### src/rtl/led_fx_pkg.sv
// led_fx_pkg: mode encodings, field widths and direction codes shared by the LED effect generator.
package led_fx_pkg;
  localparam int MODE_W = 2;
  localparam int PWM_W = 4;
  typedef enum logic [MODE_W-1:0] {
    MODE_BLINK    = 2'd0,
    MODE_ROT_L    = 2'd1,
    MODE_ROT_R    = 2'd2,
    MODE_PINGPONG = 2'd3
  } mode_e;
  localparam logic DIR_LEFT = 1'b0;
  localparam logic DIR_RIGHT = 1'b1;
endpackage

### src/rtl/led_fx_prescaler.sv
// led_fx_prescaler: divides enabled cycles by TICK_DIV into a one-cycle step pulse; clr restarts the count.
module led_fx_prescaler #(
  parameter int TICK_DIV = 25000000
) (
  input  logic clk,
  input  logic reset,
  input  logic en,
  input  logic clr,
  output logic tick
);
  localparam int CW = TICK_DIV > 1 ? $clog2(TICK_DIV) : 1;
  localparam logic [CW-1:0] LAST = CW'(TICK_DIV - 1);
  logic [CW-1:0] cnt_q, cnt_d;
  logic last;
  always_ff @(posedge clk or posedge reset)
    if (reset) cnt_q <= '0;
    else cnt_q <= cnt_d;
  always_comb begin
    last = cnt_q == LAST;
    tick = ~reset & en & ~clr & last;
    cnt_d = clr ? '0 : !en ? cnt_q : last ? '0 : cnt_q + CW'(1);
  end
endmodule

### src/rtl/led_fx_gen.sv
// led_fx_gen: LED effect generator (blink, rotate left/right, ping-pong) stepped by a prescaler.
// Defining LED_FX_PWM_EN adds a 4-bit duty input that dims the outputs with a free-running PWM counter.
module led_fx_gen
  import led_fx_pkg::*;
#(
  parameter int WIDTH = 8,
  parameter int TICK_DIV = 25000000
) (
  input  logic              clk,
  input  logic              reset,
  input  logic              en,
  input  logic [MODE_W-1:0] mode,
`ifdef LED_FX_PWM_EN
  input  logic [PWM_W-1:0]  duty,
`endif
  output logic [WIDTH-1:0]  q_out,
  output logic              tick
);
  logic [MODE_W-1:0] mode_q, mode_d;
  logic [WIDTH-1:0] pattern_q, pattern_d, seed, stepped, pp;
  logic dir_q, dir_d, chg;
  assign chg = mode != mode_q;
  led_fx_prescaler #(.TICK_DIV(TICK_DIV)) u_presc (
    .clk(clk),
    .reset(reset),
    .en(en),
    .clr(chg),
    .tick(tick)
  );
  always_ff @(posedge clk or posedge reset)
    if (reset) begin
      mode_q <= MODE_BLINK;
      pattern_q <= '0;
      dir_q <= DIR_LEFT;
    end else begin
      mode_q <= mode_d;
      pattern_q <= pattern_d;
      dir_q <= dir_d;
    end
  // A mode change reloads the new seed and overrides any step due on the same edge.
  always_comb begin
    mode_d = mode;
    seed = mode == MODE_BLINK ? '0 : mode == MODE_ROT_R ? {1'b1, {(WIDTH-1){1'b0}}} : WIDTH'(1);
    pp = dir_q ? pattern_q >> 1 : pattern_q << 1;
    stepped = mode_q == MODE_BLINK ? ~pattern_q :
              mode_q == MODE_ROT_L ? {pattern_q[WIDTH-2:0], pattern_q[WIDTH-1]} :
              mode_q == MODE_ROT_R ? {pattern_q[0], pattern_q[WIDTH-1:1]} : pp;
    pattern_d = chg ? seed : tick ? stepped : pattern_q;
    dir_d = chg ? DIR_LEFT :
            (tick && mode_q == MODE_PINGPONG) ? (pp[WIDTH-1] ? DIR_RIGHT : pp[0] ? DIR_LEFT : dir_q) : dir_q;
  end
`ifdef LED_FX_PWM_EN
  logic [PWM_W-1:0] pc_q, pc_d;
  always_ff @(posedge clk or posedge reset)
    if (reset) pc_q <= '0;
    else pc_q <= pc_d;
  always_comb begin
    pc_d = pc_q + PWM_W'(1);
    q_out = pattern_q & {WIDTH{pc_q < duty}};
  end
`else
  always_comb q_out = pattern_q;
`endif
endmodule

### config.mk
export PLATFORM = sky130hd
export DESIGN_NAME = led_fx_gen
export DESIGN_NICKNAME = d
export VERILOG_FILES = /design/src/rtl/led_fx_pkg.sv /design/src/rtl/led_fx_prescaler.sv /design/src/rtl/led_fx_gen.sv
export SDC_FILE = /design/constraint.sdc
export NUM_CORES = 1
export LEC_CHECK = 0
export ABC_AREA = 1
export CAP_MARGIN = 10
export CELL_PAD_IN_SITES_DETAIL_PLACEMENT = 1
export CELL_PAD_IN_SITES_GLOBAL_PLACEMENT = 2
export CORE_MARGIN = 3
export CORE_UTILIZATION = 33
export CTS_CLUSTER_DIAMETER = 60
export DETAILED_ROUTE_END_ITERATION = 8
export GPL_TIMING_DRIVEN = 0
export PLACE_DENSITY_LB_ADDON = 0.1
export SKIP_LAST_GASP = 1
export SLEW_MARGIN = 20
export SYNTH_ARGS = -nofsm -noshare
export SYNTH_HDL_FRONTEND = slang
export SYNTH_HIERARCHICAL = 1
export SYNTH_SLANG_ARGS = --single-unit
export TNS_END_PERCENT = 100
### constraint.sdc
create_clock -name clk -period 2 [get_ports clk]
set_input_delay 0.4 -clock clk [delete_from_list [all_inputs] [get_ports clk]]
set_output_delay 0.4 -clock clk [all_outputs]
set_load 0.005 [all_outputs]
Word-level counts from Yosys, hierarchy flattened
Index checks and enable logic that the tools add are counted.
{"block": "word_totals", "regBits": 36, "wordCells": 40, "output_inout_bits": 9}
{"block": "classes", "n_bitwise": 6, "reduce_logical": 8, "eq_ne": 6, "n_addsub": 1, "muxes": 15}
{"cell": "two-way mux 25 bit", "n": 3}
{"cell": "two-way mux 8 bit", "n": 8}
{"cell": "adder 25 x 1 -> 25 bit (second input constant)", "n": 1}
{"cell": "equality test 25 bit (second input constant)", "n": 1}
{"cell": "inverter 8 bit", "n": 1}
{"cell": "equality test 2 bit (second input constant)", "n": 3}
{"cell": "nonzero test 2 bit", "n": 3}
{"cell": "logical NOT 2 bit", "n": 2}
{"cell": "two-way mux 1 bit", "n": 4}
{"cell": "bitwise AND 1 bit", "n": 3}
{"cell": "nonzero test 3 bit", "n": 1}
{"cell": "equality test 2 x 1 -> 1 bit (second input constant)", "n": 1}
{"cell": "inequality test 2 bit", "n": 1}
{"cell": "inverter 1 bit", "n": 2}
{"cell": "AND reduction 2 bit", "n": 1}
{"cell": "logical AND 1 bit", "n": 1}

Depth between registers and ports, before layout
Gate-level depths: netlist (run 1).
{"block": "depth", "word_depth": 7, "mapped_depth": 12, "depth_no_buf": 12}

Modules after synthesis
Netlist (run 1), hierarchy kept.
{"module": "led_fx_prescaler", "area_each_um2": 1609.0, "cells_per_inst": 249, "instances": 1}
{"module": "led_fx_gen", "area_each_um2": 743.2, "cells_per_inst": 117, "instances": 1}

Worst setup path after synthesis (run 1)
OpenSTA, ideal clock, no wires.
{"block": "synth_path", "path_kind": "register to register", "startpoint": "register mode_q[1]", "endpoint": "register dir_q", "path_buffers": 0, "arrival_ns": 1.848, "stages_incl_launch_ff": 11, "setup_ns": 0.077, "setup_slack_ns": 0.074, "required_time_ns": 1.923, "cell_sequence": "dfrtp_1 inv_2 nand2_1 nand2_1 nand2_1 inv_1 nand2_1 nor3_1 nand3_1 or2_0 a21oi_1"}
{"block": "synth_via", "elab_chain_len": 7}
{"element": "from (decl)", "line": "led_fx_gen.sv:19", "source": "logic [MODE_W-1:0] mode_q, mode_d;"}
{"element": "from (signal assigned)", "line": "led_fx_gen.sv:36", "source": "mode_q <= mode_d;"}
{"element": "inequality test 2 bit", "line": "led_fx_gen.sv:22", "source": "assign chg = mode != mode_q;"}
{"element": "net chg", "line": "led_fx_gen.sv:21", "source": "logic dir_q, dir_d, chg;"}
{"element": "inverter 1 bit", "line": "led_fx_prescaler.sv:20", "source": "tick = ~reset & en & ~clr & last;"}
{"element": "bitwise AND 1 bit (2 in a row)", "line": "led_fx_prescaler.sv:20"}
{"element": "net tick", "line": "led_fx_gen.sv:17", "source": "output logic tick"}
{"element": "logical AND 1 bit", "line": "led_fx_gen.sv:50", "source": "(tick && mode_q == MODE_PINGPONG) ? (pp[WIDTH-1] ? DIR_RIGHT : pp[0] ? DIR_LEFT : dir_q) : dir_q;"}
{"element": "nonzero test 2 bit (no line)"}
{"element": "AND reduction 2 bit (no line)"}
{"element": "to (signal assigned)", "line": "led_fx_gen.sv:38", "source": "dir_q <= dir_d;"}
{"element": "to (decl)", "line": "led_fx_gen.sv:21"}
The timed path passes the listed nets, and every way through them passes these cells.
A chain may end at the register's enable or synchronous reset.

Worst setup path after layout (run 1)
{"block": "layout_path", "startpoint": "register u_presc.cnt_q[0]", "endpoint": "output port tick"}
{"block": "layout_via", "elab_chain_len": 2}
{"element": "from (decl)", "line": "led_fx_prescaler.sv:13", "source": "logic [CW-1:0] cnt_q, cnt_d;"}
{"element": "from (signal assigned)", "line": "led_fx_prescaler.sv:17", "source": "else cnt_q <= cnt_d;"}
{"element": "equality test 25 bit", "line": "led_fx_prescaler.sv:19", "source": "last = cnt_q == LAST;"}
{"element": "bitwise AND 1 bit", "line": "led_fx_prescaler.sv:20"}
{"element": "to (decl)", "line": "led_fx_gen.sv:17"}
Every way passes these cells.

==> results.md, run 1 <==
Power:
- After layout, the design draws a total of 1.454 mW.
- Power spread over the standard cell area amounts to 497.8 nW/um^2.
- The static leakage is 1.380 nW.
- The worst vdd rail ir drop is 264.4 uV.

GRT:
- In the global route stage, overall resource usage came out at 0.1804.
- The remaining global-route overflow is 0.
- The first global-routing pass estimated 11.96 mm of wire.
- The number of global-route vias before repair came to 2448.
- The number of antenna violations at the first check in global routing came to 0.
- Entering global routing, the biggest net connects 26 pins.

Clock network:
- The number of clock buffers inserted by TritonCTS is 5.
- At the later pin of the worst-skew pair, clock insertion delay measures 0.30 ns.
- Clock-pin slew was measured on the worst setup and hold paths at 0.08 ns.
- The maximum level of the CTS H-tree is 2.
- Counting every sink on the clock net gives 36.
- The clock passes through at most 2 buffers.
- The tree is rooted in a sky130_fd_sc_hd__clkbuf_8.
- The TritonCTS clock tree is done.

Logic synthesis:
- The fraction of synthesized cell area taken by the top area cell type is 0.3830.
- The distinct cell type count after synthesis is 23.
- A synthesized cell averages 6.427 sq um.
- The main flop type after synthesis is sky130_fd_sc_hd__dfrtp_1.
- The post-synthesis cell area is 2352 sq um.
- By area the synthesized netlist is led by sky130_fd_sc_hd__dfrtp_1 38%, sky130_fd_sc_hd__nand2_1 20%, sky130_fd_sc_hd__nor2_1 11%.
- In this run, synthesis produced a sequential element count of 36.
- Yosys mapped a number of flops with a built-in enable equal to 0.
- The post-synth net total is 372.
- For this run, the register share of the synthesized area comes to 0.3830.
- The cell accounting for the most synthesized area is sky130_fd_sc_hd__dfrtp_1.
- After technology mapping, the gate count stands at 366.
- By instance count, the leading cell after synthesis is sky130_fd_sc_hd__nand2_1.
- Counting flops with an async set or reset pin after synthesis yields a share of 1.000.
- Ranked by instance count, the synthesized netlist is headed by 128 x sky130_fd_sc_hd__nand2_1, 66 x sky130_fd_sc_hd__nor2_1, 47 x sky130_fd_sc_hd__inv_1.
- The number of warnings reported in the yosys synthesis log is 6.

Final layout:
- The utilization after layout is 0.4253.
- The final layout contains 409 nets.
- The multi-input combinational cell area is 1313 sq um.
- The final design area excluding fillers is 2922 sq um.
- The flip-flop and latch area is 908.4 sq um.
- The count of filler cells inserted in the layout is 907.
- The fraction of layout cells with a size suffix above 1 is 0.1609.
- The area added between synthesis and finish is 24.20%.
- The number of antenna diodes in the final layout is 0.

Drt:
- The routed layout has 2344 vias.
- For this run, design rule violations remaining after detail routing come to 0.
- The routed wire length is 6.695 mm.
- The first detailed-routing pass ran for 4 iterations.
- Dividing the detail-routed wire length by the instance count gives 13.39 um.
- The number of routed nets with antenna violations is 0.
- The post-detailed-route via-to-cell ratio is 4.688.
- The detailed router's first-iteration violation count is 77.

Die:
- The floorplan step set the die height to 90.43 um.
- Pin placement for this block handled 14 I/O pins.
- The floorplan die area is 8177 sq um.
- The area of the placeable core is 6869 sq um.
- The number of placement rows is 30.
- For this configuration, the core starts out at a cell density of 0.3424.
- The overall die width is 90.43 um.

Setup path:
- Data on the critical path arrives at its endpoint at 1.58 ns.
- The depth of the most critical reg-to-reg path is 12.
- The critical path launch point type is a flip-flop.
- Data on the critical path is required at its endpoint by 1.60 ns.
- The endpoint kind of the worst setup timing path is a primary output.
- The peak fanout along the critical path is 3.
- The category of the most critical setup path is reg2out.

STA:
- The final-layout worst hold slack is 0.3092 ns.
- Of the available clock period, the critical path in the final layout requires 0.9877.
- The timing-limited maximum frequency is 0.5062 GHz.
- The number of slew-limit violations in the final report was 0.
- For the pin with the worst max-slew slack, the measured transition is 0.6717 ns.
- The final-report hold violation count came to 0.
- The worst path in the final design needs a cycle of 1.975 ns, including I/O delays and setup.
- Setup repair after global routing could not meet its margin everywhere.
- For the final database, setup skew stands at 0.009742 ns.
- The normalized max-slew margin is 0.5505.
- Setup violations remaining at the end of the flow were counted as 0.

Status:
- The flow ran to the end, and the final reports show no timing, DRC or antenna violations.

Placed design:
- The wire-length estimate of the detail-placed layout is 4.973 mm.
- Buffers placed on the I/O ports in this run total 13.
- The placed instances occupy a cell area of 2603 sq um.
- The final estimated routing congestion in global placement is 0.7930.

Min path:
- The worst min-delay path category is in2reg.
- The cell depth of the worst hold path is 1.

Run:
- Max-cap violations in this run came to 0.
[layer usage]
layer,track usage,wire length [um],vias to the layer above,part of all wire
met5,0,0,-,0
met3,0.02750,124,6,0.019
li1,-,-,1195,-
met1,0.2208,3083,1127,0.46
met2,0.3292,3414,16,0.51
met4,0.04592,73,0,0.011
[placed cells by master, fill, tap and decap left out, drive strengths merged]
cell type      Yosys  layout
ha                 1       1
buf                4      22
a21oi              4       4
clkbuf             0       6
nand3b             2       2
nor3               4       4
nand2            133     133
or2                1       1
o21ai              3       3
clkdlybuf4s50      0      10
nand4              4       4
o21bai             2       2
xnor2              3       3
nand3             45      45
nor2              68      68
xor2               6       6
clkinv             0       2
inv               50      50
dfrtp             36      36
dlymetal6s2s       0       2
[kinds of logic (layout without fill, tap and decap cells)]
logic type                 after synthesis  in the layout  synth area share
DFF                                     36             36            0.3830
adders and majority gates                1              1          0.005318
AOI/OAI and AO/OA                        9              9           0.02606
buffers and inverters                   54             92           0.09362
xor gates and xnor gates                 9              9           0.03351
and+or+nand+nor                        257            257            0.4585
[critical path, stage by stage, from the launching register on]
cell                      delay [ns]
sky130_fd_sc_hd__dfrtp_1        0.42
sky130_fd_sc_hd__ha_4           0.17
sky130_fd_sc_hd__nand3_4        0.10
sky130_fd_sc_hd__inv_4          0.07
sky130_fd_sc_hd__nand2_2        0.07
sky130_fd_sc_hd__nor2_4         0.09
sky130_fd_sc_hd__nand2_2        0.08
sky130_fd_sc_hd__nor3_4         0.14
sky130_fd_sc_hd__buf_2          0.14
[power breakdown]
| part | total (mW) | leakage, nW | internal, mW | switching, mW |
|---|---|---|---|---|
| sequential | 0.743 | 0.486 | 0.734 | 0.00906 |
| clock | 0.563 | 0.0510 | 0.275 | 0.288 |
| combinational | 0.148 | 0.843 | 0.0520 | 0.0956 |
[state kept, by name (all words and copies together) (netlist names)]
signal / count
mode_q: 2
q_out: 8
dir_q: 1
u_presc/cnt_q: 25
[timing repair]
action	4_1_cts	5_1_grt
pin swaps	5	3
hold buffers	0	0
resized for setup	20	18
cloned	0	0
endpoints found under the setup margin	26	24
buffers inserted	4	13
[final cells by class]
class / count / share of cell area
Tap cell: 96 / 0.04111
Inverter: 50 / 0.06767
Clock inverter: 2 / 0.003426
Buffer: 4 / 0.01113
Sequential cell: 36 / 0.3109
Clock buffer: 6 / 0.02827
Multi-Input combinational cell: 276 / 0.4493
Timing Repair Buffer: 30 / 0.08822
[final timing paths]
| kind | end | slack, ns | from |
|---|---|---|---|
| min reg2reg | u_presc/cnt_q[20] | 0.56 | u_presc/cnt_q[20] |
| max | tick | 0.02 | u_presc/cnt_q[0] |
| min | mode_q[0] | 0.31 | mode[0] |
| max in group asynchronous | u_presc/cnt_q[22] | 0.98 | reset |
| max reg2reg | q_out[0] | 0.19 | u_presc/cnt_q[0] |
| min in group asynchronous | q_out[6] | 0.57 | reset |
[metrics by stage]
step | setup slack (ns) | instances | setup TNS, ns
floorplan | 0.07431 | 366 | 0
global placement | -1.037 | 475 | -15.30
detailed placement | -1.054 | 475 | -15.96
CTS | -0.1176 | 487 | -0.1612
global route | -0.1101 | 500 | -0.1297
finish | 0.02463 | 500 | 0
Power figures use the tool's default switching activity.
==> inputs of run 2 (changes only) <==
--- a/config.mk
+++ b/config.mk
@@ -9,7 +9,6 @@
 export CAP_MARGIN = 10
 export CELL_PAD_IN_SITES_DETAIL_PLACEMENT = 1
 export CELL_PAD_IN_SITES_GLOBAL_PLACEMENT = 2
-export CORE_MARGIN = 3
 export CORE_UTILIZATION = 33
 export CTS_CLUSTER_DIAMETER = 60
 export DETAILED_ROUTE_END_ITERATION = 8
==> run 2 against run 1 <==
  * Largest cell class unchanged
  * Global-route usage rose by 2.3 points
  * Clock skew barely moved
  * First-iteration DRC count fell by 14%
  * Non-clock buffer count fell by 2
  * Critical path type unchanged
  * Combinational power barely moved
  * Critical endpoint unchanged
  * Clock-buffer cell count rose by 1
  * Sequential power barely moved
==> results.md, run 2 (synthesis gave the netlist of run 1 again) <==
GRT:
- The number of global-route vias before repair came to 2415 (was 2448).
- The total global routing track utilization is 0.2035 (was 0.1804).
- The first-pass GRT wire length is 11.79 mm (was 11.96 mm).
- The remaining global-route overflow was 0 (unchanged).
- The number of antenna violations at the first check in global routing was 0 (unchanged).
- The maximum number of pins on one net before global-route repair came to 26 (unchanged).

Setup path:
- The category of the most critical setup path is reg2out (unchanged).
- The critical path depth in cells is 8 (unchanged).
- The family of cells with the greatest summed delay on the critical path is simple AND/OR/NAND/NOR gates (unchanged).
- The peak per-stage delay on the critical path is 0.47 ns (was 0.42 ns).
- The worst endpoint data arrival time is 1.56 ns (was 1.58 ns).
- The depth of the most critical reg-to-reg path is 12 (unchanged).
- The launching element of the worst setup path is mode_q[0] (was u_presc/cnt_q[0]).
- Worst-path cell chain: inv_4 > nand2_1 > nand2_2 > nand2_4 > inv_4 > nand2_2 > nor3_4 > buf_2 (was ha_4 > nand3_4 > inv_4 > nand2_2 > nor2_4 > nand2_2 > nor3_4 > buf_2).
- The cell with the biggest individual delay on the critical path is sky130_fd_sc_hd__dfrtp_2 (was sky130_fd_sc_hd__dfrtp_1).
- The beginning of the worst register-to-register path is mode_q[0] (was u_presc/cnt_q[0]).
- The peak fanout along the critical path came to 6 (was 3).
- The endpoint kind of the worst setup timing path is a primary output (unchanged).
- The critical path launch point type is a flip-flop (unchanged).
- The sum of buffers and inverters on the critical path is 3 (was 2).
- The data required time of the critical path is 1.60 ns (about the same).

Final layout:
- The net count of the finished layout is 407 (was 409).
- The final design area excluding fillers came to 2887 sq um (was 2922 sq um).
- The utilization after layout is 0.4225 (was 0.4253).
- The area added between synthesis and finish is 22.71% (was 24.20%).
- The leading cell type in the layout, fill and taps excluded is sky130_fd_sc_hd__nand2_1 (unchanged).
- The flip-flop count of the largest register after layout is 25 (unchanged).
- The register ranked first by flip-flop count was u_presc/cnt_q (unchanged).
- The filler-free cell count of the finished design is 497 (was 500).
- The diode insertion count for antenna repair is 0 (unchanged).
- The fraction of layout cells with a size suffix above 1 is 0.1621 (was 0.1609).
- Most frequent cells in the layout: 123 x sky130_fd_sc_hd__nand2_1, 64 x sky130_fd_sc_hd__nor2_1, 42 x sky130_fd_sc_hd__nand3_1, 41 x sky130_fd_sc_hd__inv_1, 28 x sky130_fd_sc_hd__dfrtp_1 (was 123 x sky130_fd_sc_hd__nand2_1, 63 x sky130_fd_sc_hd__nor2_1, 43 x sky130_fd_sc_hd__inv_1, 42 x sky130_fd_sc_hd__nand3_1, 30 x sky130_fd_sc_hd__dfrtp_1).

Die:
- The effective utilization at floorplan is 0.3443 (was 0.3424).
- The number of top-level pins is 14 (unchanged).
- The floorplan die area is 7469 sq um (was 8177 sq um).
- The number of placement rows is 30 (unchanged).
- The area of the placeable core was 6832 sq um (was 6869 sq um).
- The overall die width is 86.43 um (was 90.43 um).
- The die outline height was 86.43 um (was 90.43 um).

Min path:
- The worst min-delay path category is in2reg (unchanged).
- The worst hold path startpoint was mode[1] (was mode[0]).
- The cell depth of the worst hold path is 1 (unchanged).

Drt:
- The post-detailed-route via-to-cell ratio is 4.712 (was 4.688).
- The number of detailed-route iterations in the first pass is 4 (unchanged).
- The number of routed nets with antenna violations came to 0 (unchanged).
- The routed wire length is 6.916 mm (was 6.695 mm).
- The detail-routed net length per standard cell is 13.92 um (was 13.39 um).
- The number of vias after detailed routing was 2342 (was 2344).
- The detailed router's first-iteration violation count came to 66 (was 77).
- The final routed DRC violation total came to 0 (unchanged).

STA:
- The transition at the pin with the smallest max-transition slack is 0.6565 ns (was 0.6717 ns).
- The final worst-path cycle share is 0.9788 (was 0.9877).
- The minimum clock period is 1.958 ns (was 1.975 ns).
- The normalized max-slew margin was 0.5607 (was 0.5505).
- The timing-limited maximum frequency is 0.5108 GHz (was 0.5062 GHz).
- The final-report hold violation count was 0 (unchanged).
- The number of slew-limit violations in the final report is 0 (unchanged).
- The final setup violation count is 0 (unchanged).
- Unrepaired setup endpoints after global routing: true (unchanged).
- The worst setup skew after layout is 0.009328 ns (was 0.009742 ns).

Clock network:
- The number of sinks handled by clock tree synthesis is 36 (unchanged).
- The clock root buffer is sky130_fd_sc_hd__clkbuf_8 (unchanged).
- The clock network latency to the later pin of the worst-skew pair was 0.29 ns (was 0.30 ns).
- The number of clock buffers inserted by TritonCTS was 5 (unchanged).
- The clock transition at the registers of the reported paths is 0.08 ns (about the same).
- The TritonCTS clock tree is done (unchanged).
- The buffer depth of the longest clock path came to 2 (unchanged).
- The maximum level of the CTS H-tree came to 2 (unchanged).

Status:
- Run status: completed (unchanged).

Placed design:
- The count of port buffers added during placement is 13 (unchanged).
- The HPWL after detailed placement is 5.072 mm (was 4.973 mm).
- The final estimated routing congestion in global placement is 0.7955 (was 0.7930).
- The cell count after placement came to 475 (unchanged).
- The instance area at placement is 2603 sq um (unchanged).

Power:
- The worst vdd rail ir drop is 259.8 uV (was 264.4 uV).
- The areal power density over the cells was 512.1 nW/um^2 (was 497.8 nW/um^2).
- The total power is 1.478 mW (was 1.454 mW).
- The static leakage is 1.372 nW (was 1.380 nW).

Run:
- The total of max-cap violations came to 0 (unchanged).
-- run 2: changes by cell type in the layout (fill, tap and decap cells not counted), moves of 2 or more --
cell and change:
sky130_fd_sc_hd__inv_2 +3, sky130_fd_sc_hd__buf_4 -2, sky130_fd_sc_hd__clkinv_2 -2, sky130_fd_sc_hd__dfrtp_1 -2, sky130_fd_sc_hd__dfrtp_2 +2, sky130_fd_sc_hd__inv_1 -2
-- run 2: where the power goes --
group / switching [mW] / internal, mW / leakage [nW]
logic: 0.0966 / 0.0530 / 0.839
clock network: 0.278 / 0.308 / 0.0503
registers: 0.00853 / 0.734 / 0.483
-- run 2: worst reg2reg max path, delay by kind of cell, from the launching register on --
kind | cells | cell delay, ns
buffers and inverters | 3 | 0.31
DFF | 1 | 0.47
and+or+nand+nor | 9 | 0.99
-- run 2: what timing repair did --
action | CTS | global route
cloned | 0 | 0
hold buffers | 0 | 0
pin swaps | 4 | 2
setup buffers | 8 | 7
endpoints found under the setup margin | 26 | 27
resized for setup | 22 | 16
-- run 2: path summary, 6_finish.rpt --
| path | endpoint | slack (ns) |
|---|---|---|
| hold reg to reg | u_presc/cnt_q[19] | 0.55 |
| min in group asynchronous | q_out[7] | 0.57 |
| setup reg to reg | q_out[6] | 0.18 |
| hold / removal | mode_q[1] | 0.31 |
| setup / recovery | tick | 0.04 |
| max in group asynchronous | u_presc/cnt_q[6] | 0.98 |
-- run 2: cell type report --
class / count / area [sq um]
clock buffers: 7 / 96.34
multi-input cells: 276 / 1292
flip-flops and latches: 36 / 910.9
repair buffers: 28 / 239.0
plain buffers: 4 / 32.53
well taps: 96 / 120.1
inverters: 50 / 195.2
fillers: 913 / 3945
-- run 2: metrics by stage --
stage	setup WS (ns)	TNS [ns]	hold WS, ns
after floorplan	0.07431	0	0.2524
after global placement	-0.9881	-14.30	0.5003
after detailed placement	-0.9754	-14.18	0.5562
after CTS	-0.03443	-0.06670	0.4020
after global routing	-0.06876	-0.06876	0.3198
final	0.04240	0	0.3117
-- run 2: metal layers --
metal  wire [um]  GRT usage  share of wire
met1        3722     0.2984           0.54
met2        3061     0.3175           0.44
met3         100    0.03143          0.014
met4          31    0.04091         0.0045
met5           0          0              0
==> inputs of run 3 (changes only) <==
--- a/config.mk
+++ b/config.mk
@@ -10,6 +10,7 @@
 export CELL_PAD_IN_SITES_DETAIL_PLACEMENT = 1
 export CELL_PAD_IN_SITES_GLOBAL_PLACEMENT = 2
 export CORE_UTILIZATION = 33
+export CTS_BUF_LIST = sky130_fd_sc_hd__clkbuf_16
 export CTS_CLUSTER_DIAMETER = 60
 export DETAILED_ROUTE_END_ITERATION = 8
 export GPL_TIMING_DRIVEN = 0
==> run 3 against run 2 <==
  * Register-to-register slack better by 0.02 ns
  * Total power is 11% higher
  * Critical path depth is the same
  * Clock power rose by 27%
  * Clock skew fell by 0.0053 ns
  * Maximum frequency increased by 2.5%
  * Cell count rose by 0.20%
  * Die area stayed put
  * Critical path type unchanged
  * Critical endpoint unchanged
  * Highest routed layer unchanged
==> results.md, run 3 (synthesis gave the netlist of run 1 again) <==
Final layout:
- The count of filler cells inserted in the layout was 890 (was 913).
- The register ranked first by flip-flop count is u_presc/cnt_q (unchanged).
- The leading cell type in the layout, fill and taps excluded is sky130_fd_sc_hd__nand2_1 (unchanged).
- The area added between synthesis and finish was 25.85% (was 22.71%).
- The fraction of layout cells with a size suffix above 1 is 0.1667 (was 0.1621).
- The diode insertion count for antenna repair is 0 (unchanged).
- The flip-flop count of the largest register after layout is 25 (unchanged).
- The filler-free cell count of the finished design was 498 (was 497).
- The final design area excluding fillers is 2960 sq um (was 2887 sq um).
- The net count of the finished layout is 408 (was 407).
- Most frequent cells in the layout: 122 x sky130_fd_sc_hd__nand2_1, 62 x sky130_fd_sc_hd__nor2_1, 42 x sky130_fd_sc_hd__nand3_1, 41 x sky130_fd_sc_hd__inv_1, 28 x sky130_fd_sc_hd__dfrtp_1 (was 123 x sky130_fd_sc_hd__nand2_1, 64 x sky130_fd_sc_hd__nor2_1, 42 x sky130_fd_sc_hd__nand3_1, 41 x sky130_fd_sc_hd__inv_1, 28 x sky130_fd_sc_hd__dfrtp_1).

Placed design:
- The final estimated routing congestion in global placement is 0.7955 (unchanged).
- The cell count after placement is 475 (unchanged).
- The count of port buffers added during placement was 13 (unchanged).
- The instance area at placement is 2603 sq um (unchanged).
- The HPWL after detailed placement is 5.072 mm (unchanged).

Clock network:
- The clock network latency to the later pin of the worst-skew pair is 0.27 ns (was 0.29 ns).
- The hold buffer count at cts came to 0 (unchanged).
- The number of clock buffers inserted by TritonCTS is 5 (unchanged).
- The clock root buffer is sky130_fd_sc_hd__clkbuf_16 (was sky130_fd_sc_hd__clkbuf_8).
- The TritonCTS clock tree is done (unchanged).
- The buffer depth of the longest clock path is 2 (unchanged).
- The number of sinks handled by clock tree synthesis is 36 (unchanged).
- The maximum level of the CTS H-tree came to 2 (unchanged).
- The clock transition at the registers of the reported paths is 0.06 ns (was 0.08 ns).

Drt:
- The number of detailed-route iterations in the first pass is 4 (unchanged).
- The post-detailed-route via-to-cell ratio is 4.749 (was 4.712).
- The number of routed nets with antenna violations came to 0 (unchanged).
- The detailed router's first-iteration violation count is 69 (was 66).
- The detail-routed net length per standard cell is 13.95 um (was 13.92 um).
- The final routed DRC violation total is 0 (unchanged).
- The routed wire length was 6.945 mm (was 6.916 mm).
- The number of vias after detailed routing is 2365 (was 2342).

GRT:
- The first-pass GRT wire length is 11.75 mm (was 11.79 mm).
- The number of global-route vias before repair is 2403 (was 2415).
- The maximum number of pins on one net before global-route repair is 26 (unchanged).
- The number of antenna violations at the first check in global routing was 0 (unchanged).
- The total global routing track utilization is 0.2021 (was 0.2035).
- The remaining global-route overflow is 0 (unchanged).

Setup path:
- The worst endpoint data arrival time was 1.51 ns (was 1.56 ns).
- The critical path launch point type is a flip-flop (unchanged).
- The endpoint kind of the worst setup timing path is a primary output (unchanged).
- The minimum setup slack among reg-to-reg paths is 0.20 ns (was 0.18 ns).
- The category of the most critical setup path is reg2out (unchanged).
- The data required time of the critical path is 1.60 ns (about the same).
- The peak fanout along the critical path came to 6 (unchanged).

STA:
- The number of slew-limit violations in the final report is 0 (unchanged).
- The final-report hold violation count is 0 (unchanged).
- The minimum clock period was 1.909 ns (was 1.958 ns).
- The final worst-path cycle share is 0.9547 (was 0.9788).
- The worst setup skew after layout is 0.004070 ns (was 0.009328 ns).
- The transition at the pin with the smallest max-transition slack came to 0.6748 ns (was 0.6565 ns).
- The normalized max-slew margin is 0.5485 (was 0.5607).
- The final setup violation count is 0 (unchanged).
- The final-layout worst hold slack is 0.4255 ns (was 0.3117 ns).
- The timing-limited maximum frequency is 0.5237 GHz (was 0.5108 GHz).

Min path:
- The worst min-delay path category is in2reg (unchanged).

Die:
- The area of the placeable core is 6832 sq um (unchanged).
- The die outline height was 86.43 um (unchanged).
- The overall die width is 86.43 um (unchanged).
- The number of top-level pins came to 14 (unchanged).
- The effective utilization at floorplan is 0.3443 (unchanged).
- The floorplan die area is 7469 sq um (unchanged).
- The number of placement rows is 30 (unchanged).

Status:
- Run status: completed (unchanged).

Power:
- The worst vdd rail ir drop came to 294.0 uV (was 259.8 uV).
- The static leakage is 1.390 nW (was 1.372 nW).
- The areal power density over the cells is 553.3 nW/um^2 (was 512.1 nW/um^2).

Run:
- The total of max-cap violations came to 0 (unchanged).
run 3: cell types whose count changed in the layout (fill, tap and decap cells not counted), sizes merged:
| cell | delta |
|---|---|
| dlymetal6s2s | -1 |
| buf | +1 |
| clkbuf | -2 |
| dlygate4sd2 | +1 |
| clkinv | +2 |
run 3: path summary, 6_finish.rpt:
check | start | to | cells after the start
max reg2reg | mode_q[0] | u_presc/cnt_q[2] | 10
min in group asynchronous | reset | q_out[7] | 2
min | mode[0] | mode_q[0] | 1
min reg2reg | u_presc/cnt_q[19] | u_presc/cnt_q[19] | 2
max | mode_q[0] | tick | 8
max in group asynchronous | reset | u_presc/cnt_q[6] | 2
run 3: cell type report:
class / count / area, sq um / area share
Buffer: 4 / 32.53 / 0.01099
Clock buffer: 5 / 125.1 / 0.04227
Clock inverter: 2 / 7.507 / 0.002536
Inverter: 50 / 192.7 / 0.06509
Multi-Input combinational cell: 276 / 1329 / 0.4489
Sequential cell: 36 / 910.9 / 0.3077
Tap cell: 96 / 120.1 / 0.04057
Timing Repair Buffer: 29 / 242.7 / 0.08199
run 3: metal layers:
layer | share of wire | wire (um) | GRT usage | up-vias
li1 | - | - | - | 1201
met1 | 0.53 | 3648 | 0.2982 | 1139
met2 | 0.44 | 3088 | 0.3146 | 23
met3 | 0.025 | 177 | 0.02857 | 2
met4 | 0.0045 | 31 | 0.04091 | 0
met5 | 0 | 0 | 0 | -
run 3: metrics by stage:
step	setup TNS, ns	util	setup slack, ns	total power [mW]
2_1_floorplan	0	-	0.07431	0.8346
3_3_place_gp	-14.30	0.3810	-0.9881	0.8834
3_5_place_dp	-14.18	0.3810	-0.9754	0.8849
4_1_cts	0	0.4169	0.003914	1.643
5_1_grt	-0.005474	0.4333	-0.005474	1.701
6_report	0	0.4333	0.09065	1.638
run 3: what timing repair did:
action,CTS,global route
setup endpoints to repair,26,21
pin swaps,5,4
buffers inserted,7,9
gates resized for setup,27,17
run 3: power by group:
group	internal (mW)	leakage [nW]	switching, mW
clock	0.446	0.0648	0.296
sequential	0.735	0.482	0.00950
combinational	0.0542	0.843	0.0964
run 3: critical path, stage by stage (launching register included):
cell                      delay (ns)
sky130_fd_sc_hd__dfrtp_2        0.46
sky130_fd_sc_hd__inv_4          0.08
sky130_fd_sc_hd__nand2_1        0.06
sky130_fd_sc_hd__nand2_2        0.12
sky130_fd_sc_hd__nand2_4        0.09
sky130_fd_sc_hd__inv_4          0.06
sky130_fd_sc_hd__nand2_2        0.06
sky130_fd_sc_hd__nor3_4         0.17
sky130_fd_sc_hd__buf_2          0.14
